<file path="src/rtl/counter_cmd_ctrl.sv">
// counter_cmd_ctrl: button front end for the up/down/load counter.
// Synchronises and debounces three raw buttons, arbitrates load > down > up,
// and issues one single-cycle command per press. load_val is captured from SW
// on the edge a load command issues.
// Optional feature: define AUTO_REPEAT_EN to re-issue held up/down commands.
module counter_cmd_ctrl #(
    parameter int W          = 8,
    parameter int DEB_CYCLES = 4,
    parameter int REP_DELAY  = 8,
    parameter int REP_RATE   = 4
) (
    input  logic         clk,
    input  logic         rst,
    input  logic         btn_up,
    input  logic         btn_down,
    input  logic         btn_load,
    input  logic [W-1:0] SW,
    output logic         cnt_up,
    output logic         cnt_down,
    output logic         cnt_load,
    output logic [W-1:0] load_val,
    output logic         busy
);

    localparam int DW = $clog2(DEB_CYCLES);

    // Button index: 0 = up, 1 = down, 2 = load.
    typedef enum logic [1:0] {SEL_UP = 2'd0, SEL_DOWN = 2'd1, SEL_LOAD = 2'd2} sel_t;

`ifdef AUTO_REPEAT_EN
    typedef enum logic [1:0] {IDLE, ISSUE, HOLD, REPEAT} state_t;
    localparam int RMAX = (REP_DELAY > REP_RATE) ? REP_DELAY : REP_RATE;
    localparam int RW   = $clog2(RMAX);
    logic [RW-1:0] rep_cnt;
`else
    typedef enum logic [1:0] {IDLE, ISSUE, HOLD} state_t;
`endif

    logic [2:0]    btn;
    logic [2:0]    s1;
    logic [2:0]    deb;
    logic [2:0]    deb_q;
    logic [2:0]    deb_nxt;
    logic [2:0]    req;
    logic [DW-1:0] deb_cnt [3];
    state_t        state, state_nxt;
    sel_t          sel, sel_nxt;
    logic          cap;
    logic          win_deb;
    logic          win_deb_nxt;
    logic          pulse;

    assign btn = {btn_load, btn_down, btn_up};

    // Next debounced level: flips on the DEB_CYCLES-th consecutive sample that disagrees.
    always_comb begin
        deb_nxt = deb;
        for (int i = 0; i < 3; i++) begin
            if (s1[i] != deb[i] && deb_cnt[i] == DW'(DEB_CYCLES - 1))
                deb_nxt[i] = ~deb[i];
        end
    end

    // Synchroniser stage, debounce counters and debounced levels. The deb flop
    // re-times s1, so the filtered level is two flops away from the pad.
    always_ff @(posedge clk) begin
        if (!rst) begin
            s1    <= '0;
            deb   <= '0;
            deb_q <= '0;
            for (int i = 0; i < 3; i++) deb_cnt[i] <= '0;
        end else begin
            s1    <= btn;
            deb   <= deb_nxt;
            deb_q <= deb;
            for (int i = 0; i < 3; i++) begin
                if (s1[i] == deb[i] || deb_cnt[i] == DW'(DEB_CYCLES - 1))
                    deb_cnt[i] <= '0;
                else
                    deb_cnt[i] <= deb_cnt[i] + 1'b1;
            end
        end
    end

    assign req = deb & ~deb_q;

    // Debounced level of the button that won arbitration.
    always_comb begin
        win_deb     = 1'b0;
        win_deb_nxt = 1'b0;
        case (sel)
            SEL_UP:   begin win_deb = deb[0]; win_deb_nxt = deb_nxt[0]; end
            SEL_DOWN: begin win_deb = deb[1]; win_deb_nxt = deb_nxt[1]; end
            SEL_LOAD: begin win_deb = deb[2]; win_deb_nxt = deb_nxt[2]; end
            default:  begin win_deb = 1'b0;   win_deb_nxt = 1'b0;       end
        endcase
    end

    // State, winner and captured operand registers.
    always_ff @(posedge clk) begin
        if (!rst) begin
            state    <= IDLE;
            sel      <= SEL_UP;
            load_val <= '0;
        end else begin
            state <= state_nxt;
            sel   <= sel_nxt;
            if (cap) load_val <= SW;
        end
    end

    // Next state: arbitrate in IDLE, pulse once, then hold until the winner is released.
    always_comb begin
        state_nxt = state;
        sel_nxt   = sel;
        cap       = 1'b0;
        case (state)
            IDLE: begin
                if (req[2]) begin
                    state_nxt = ISSUE;
                    sel_nxt   = SEL_LOAD;
                    cap       = 1'b1;
                end else if (req[1]) begin
                    state_nxt = ISSUE;
                    sel_nxt   = SEL_DOWN;
                end else if (req[0]) begin
                    state_nxt = ISSUE;
                    sel_nxt   = SEL_UP;
                end
            end
            ISSUE: state_nxt = HOLD;
            HOLD: begin
                if (!win_deb)
                    state_nxt = IDLE;
`ifdef AUTO_REPEAT_EN
                // A repeat landing on the edge the button debounces low is dropped.
                else if (sel != SEL_LOAD && rep_cnt == '0 && win_deb_nxt)
                    state_nxt = REPEAT;
`endif
            end
`ifdef AUTO_REPEAT_EN
            REPEAT: state_nxt = HOLD;
`endif
            default: state_nxt = IDLE;
        endcase
    end

`ifdef AUTO_REPEAT_EN
    // Repeat spacing: reload on each pulse, count down while holding.
    // Loaded with N-2 because the pulse cycle and the exit edge each take one cycle.
    always_ff @(posedge clk) begin
        if (!rst)
            rep_cnt <= '0;
        else if (state == ISSUE)
            rep_cnt <= RW'(REP_DELAY - 2);
        else if (state == REPEAT)
            rep_cnt <= RW'(REP_RATE - 2);
        else if (state == HOLD && rep_cnt != '0)
            rep_cnt <= rep_cnt - 1'b1;
    end
    assign pulse = (state == ISSUE) || (state == REPEAT);
`else
    assign pulse = (state == ISSUE);
`endif

    assign cnt_up   = pulse && (sel == SEL_UP);
    assign cnt_down = pulse && (sel == SEL_DOWN);
    assign cnt_load = pulse && (sel == SEL_LOAD);
    assign busy     = (state != IDLE);

    // win_deb_nxt only steers the repeat decision.
    logic unused_ok;
    assign unused_ok = win_deb_nxt;

endmodule
</file>
<file path="config.mk">
export PLATFORM = sky130hd
export DESIGN_NAME = counter_cmd_ctrl
export DESIGN_NICKNAME = d
export VERILOG_FILES = /design/src/rtl/counter_cmd_ctrl.sv
export SDC_FILE = /design/constraint.sdc
export NUM_CORES = 1
export LEC_CHECK = 0
export CORE_MARGIN = 5
export CORE_UTILIZATION = 48
export DETAILED_ROUTE_END_ITERATION = 7
export PLACE_DENSITY = 0.77
export SYNTH_ARGS = -nofsm -noshare
export SYNTH_HDL_FRONTEND = slang
export SYNTH_SLANG_ARGS = --single-unit
</file>
<file path="constraint.sdc">
create_clock -name clk -period 1.56 [get_ports clk]
set_input_delay 0.312 -clock clk [delete_from_list [all_inputs] [get_ports clk]]
set_output_delay 0.312 -clock clk [all_outputs]
set_load 0.01 [all_outputs]
</file>
* Yosys cells after proc, flatten, opt, wreduce, memory -nomap -nowiden *
Memory sizes are Yosys's and may differ from the RTL's.
Cells that the tools add are included.

word-level totals
  memory bits (writable) = 6
  register bits after elaboration = 21
  logic and storage cells = 89
  input bits = 13
  memories kept = 1

memories
  name     depth  bits a word  rd ports  clocked after memory_dff  write ports  RTL line  text
  deb_cnt  3      2            3         0                         3            45        logic [DW-1:0] deb_cnt [3];

cells by class
  equal/unequal tests = 15
  add/subtract/negate cells = 3
  bitwise gates (word level) = 11
  reductions and logical operators = 15
  mux-type cells = 36

operator list
  cell                                                                   count
  2-bit two-way mux                                                      13
  1-bit two-way mux                                                      21
  2-bit equality test, second input constant                             5
  2-bit by 1-bit adder with 2-bit output, second input constant          3
  1-bit logical AND                                                      6
  1-bit bitwise OR                                                       6
  2-bit case mux with 3 select lines                                     1
  2-bit by 1-bit equality test with 1-bit output, second input constant  2
  2-bit zero test                                                        2
  4-bit inequality test, second input constant                           1
  2-bit AND reduction                                                    2
  3-bit AND                                                              1
  1-bit equality test                                                    3
  1-bit logical OR                                                       3
  1-bit inequality test                                                  3
  1-bit NOT                                                              3
  3-bit NOT                                                              1
  1-bit case mux with 3 select lines                                     1
  3-bit nonzero test                                                     1
  2-bit inequality test, second input constant                           1
  2-bit nonzero test                                                     1

* Longest topological paths before layout *
  depth in word-level cells = 7
  depth in mapped cells = 4
  gate-level depth less buffers = 3

* Worst setup path before layout *
No wires, ideal clock.

  path type = register -> output
  start point = reg state[0]
  end point = out cnt_load
  buffers on the path = 0
  slack = 0.244 ns
  cell stages (with the launch flop) = 3
  arrival = 1.004 ns
  required time = 1.248 ns
  cell sequence = dfxtp_1 -> or2b_1 -> nor3b_1

between the ends
  cells in the longest elaborated chain, start to end = 2

ends and longest elaborated chain
  element                                         RTL line  text
  start: declaration                              46        state_t state, state_nxt;
  start signal: assignment                        106       state <= state_nxt;
  2-bit by 1-bit equality test with 1-bit output  163       assign pulse = (state == ISSUE);
  1-bit logical AND                               168       assign cnt_load = pulse && (sel == SEL_LOAD);
  end: declaration                                20        output logic cnt_load,

Every way passes these cells.

* Final worst setup path *
Same ends and word-level chain as after synthesis.

==> impl_metrics.env <==
export IMPL_drv_cap=0
export IMPL_grt_pass1_vias=846
export IMPL_seq_area_um2=602
export IMPL_min_from="load_val[4]"
export IMPL_setup_violations=0
export IMPL_critical_path_class="register to output port"
export IMPL_clk_pin_slew_ns=0.13
export IMPL_core_mm2=0.00219
export IMPL_synth_top_area_share_pct=38.4
export IMPL_crit_buf_inv=1
export IMPL_yosys_area_top_type="dfxtp_1"
export IMPL_drtPass1Iterations=4
export IMPL_yosys_warnings=0
export IMPL_vias=841
export IMPL_start_kind="register"
export IMPL_layout_commonest_cell="dfxtp_1"
export IMPL_rsz0062_at_grt="true"
export IMPL_power_density_mw_per_mm2=771
export IMPL_async_flop_share_pct=0
export IMPL_fmaxAchievable_ghz=0.644
export IMPL_clock_latency_ns=0.31
export IMPL_synth_seq_area_share_pct=54.8
export IMPL_crit_chain="or2b_4 > nor3b_2 > buf_2"
export IMPL_endpoint_kind="output port"
export IMPL_final_cell_mix="dfxtp_1, nand2_1, clkdlybuf4s50_1"
export IMPL_io_pins=25
export IMPL_worst_r2r_setup_slack_ns=0.10
export IMPL_placed_area_mm2=0.00143
export IMPL_drv_slew=0
export IMPL_die_h_um=57.8
export IMPL_cp_slowest_stage_delay_ns=0.35
export IMPL_multi_input_area_um2=510
export IMPL_synth_edf_count=6
export IMPL_total_power_w=0.00114
export IMPL_drtAntennaViolNets=0
export IMPL_holdPathStages=2
export IMPL_drc=0
export IMPL_skew_ns=0.00511
export IMPL_via_per_inst=4.92
export IMPL_reg2reg_from="state[0]"
export IMPL_synthCells=106
export IMPL_fill_cells=176
export IMPL_cpLargestDelayFamily="simple AND/OR/NAND/NOR gates"
export IMPL_hp_class="register to register"
export IMPL_cts_buffers=3
export IMPL_synthFlopType="dfxtp_1"
export IMPL_period_minus_slack_ns=1.55
export IMPL_syn_area_per_cell_um2=10.3
export IMPL_holdWs_ns=0.464
export IMPL_die_area_mm2=0.00334
export IMPL_clockBufferDepth=2
export IMPL_timing_rr_end="load_val[6]"
export IMPL_cts_tree="yes"
export IMPL_overflow=0
export IMPL_wl_um=2160
export IMPL_place_gp_congestion=0.761
export IMPL_cp_max_fo=4
export IMPL_antenna_found_initial=0
export IMPL_fin_area_mm2=0.00148
export IMPL_htree_levels=1
export IMPL_hold_end="load_val[4]"
export IMPL_dieWidth_um=57.8
export IMPL_synthTopCellsByArea="dfxtp_1, edfxtp_1, nand2_1"
export IMPL_clkSinkCount=27
export IMPL_arrival_ns=1.24
export IMPL_dp_hpwl_um=1630
export IMPL_globalRouteTotalUtil_pct=14.3
export IMPL_grt_first_pass_wirelength_um=3710
export IMPL_nNetsFinal=160
export IMPL_required_ns=1.25
export IMPL_syn_cell_area_mm2=0.00110
export IMPL_rows=17
export IMPL_cts_root_buf="clkbuf_4"
export IMPL_wire_per_inst_um=12.6
export IMPL_ff2ff_path_depth=4
export IMPL_initial_utilization_pct=50.0
export IMPL_crit_slowest_cell="dfxtp_2"
export IMPL_portBuffers=24
export IMPL_worst_pin_slew_ns=0.547
export IMPL_n_antenna_cell=0
export IMPL_synth_seq_cells=27
export IMPL_first_iter_violations=13
export IMPL_hold_viol_final=0
export IMPL_run_status="complete, no violations"
export IMPL_max_slew_margin_pct=63.4
export IMPL_grt_max_degree=15
export IMPL_vdd_drop_max_v=0.000580
export IMPL_syn_to_final_growth_pct=35.2
export IMPL_drive_above_1_share_pct=15.4
export IMPL_leakage_nw=0.705
export IMPL_period_share_pct=99.6
export IMPL_synth_cell_types=32
## repair_timing
item                       4_1_cts  5_1_grt
hold buffers                     0        0
gates resized for setup         20       11
buffers inserted                 1        0
setup endpoints to repair        4       12
gates cloned                     0        0
pin swaps                        1        0
## how the worst max path moves through the flow
stage | endpoint | slack [ns] | depth (start not counted) | startpoint
6_report | cnt_load | 0.006 | 3 | state[0]
5_1_grt | cnt_load | -0.07 | 3 | state[0]
4_1_cts | cnt_load | -0.01 | 3 | state[0]
3_5_place_dp | cnt_load | -0.09 | 3 | state[0]
3_3_place_gp | cnt_load | -0.07 | 3 | state[0]
2_1_floorplan | cnt_load | 0.24 | 2 | state[0]
## report_power, final
| group | switching, W | internal (W) |
|---|---|---|
| Sequential | 0.0000128 | 0.000735 |
| Combinational | 0.0000453 | 0.0000647 |
| Clock | 0.000184 | 0.0000997 |
## worst min-delay path, cell delays in order, from the launching register on
cell     delay [ns]
dfxtp_1        0.33
nand2_1        0.05
a21oi_1        0.05
## registers in the layout (all words and copies together), names as in the netlist
register and count:
sel 2, deb_cnt 6, state 2, load_val 8, deb 3, deb_q 3, s1 3
## per-stage QoR
stage                     setup TNS, ns  util, %  setup slack [ns]  cells
after global routing             -0.170     67.6           -0.0678    171
final                                 0     67.6           0.00642    171
after floorplan                       0        -             0.244    111
after global placement          -0.0869     65.0           -0.0706    166
after CTS                       -0.0166     66.2           -0.0135    171
after detailed placement         -0.164     65.0           -0.0912    166
## Yosys cell counts (all sizes together) (2+ instances only)
cell	instances
nand2	17
dfxtp	21
nor4	2
edfxtp	6
nor4b	4
buf	2
a21oi	11
mux2i	4
nor2	3
ha	3
nor3	2
clkbuf	2
and2	6
xnor2	2
or2b	2
nand2b	3
inv	2
## cell type report
type                            count  area share (%)
Sequential cell                    27            40.6
Tap cell                           28            2.36
Multi-Input combinational cell     78            34.5
Clock buffer                        4            1.77
Timing Repair Buffer               32            20.3
Inverter                            2           0.507
## layer usage
| layer | up-vias | global-route usage (%) | routed length, µm |
|---|---|---|---|
| met3 | 2 | 3.34 | 122 |
| met4 | 0 | 6.62 | 15 |
| li1 | 436 | - | - |
| met5 | - | 0 | 0 |
| met2 | 18 | 23.2 | 1030 |
| met1 | 385 | 17.8 | 991 |
## cells by family (layout without fill, tap and decap cells)
kind of cell	after synthesis	after routing	share of synthesized area, %
AO/OA/AOI/OAI	16	16	8.33
flip-flops	27	27	54.8
multiplexers	4	4	3.65
buffers and inverters	6	38	2.28
other	1	6	0.342
adder cells (fa/ha/maj)	3	3	3.43
XOR/XNOR	3	3	2.40
AND/OR/NAND/NOR	46	46	24.8
(Power assumes the default switching activity.)
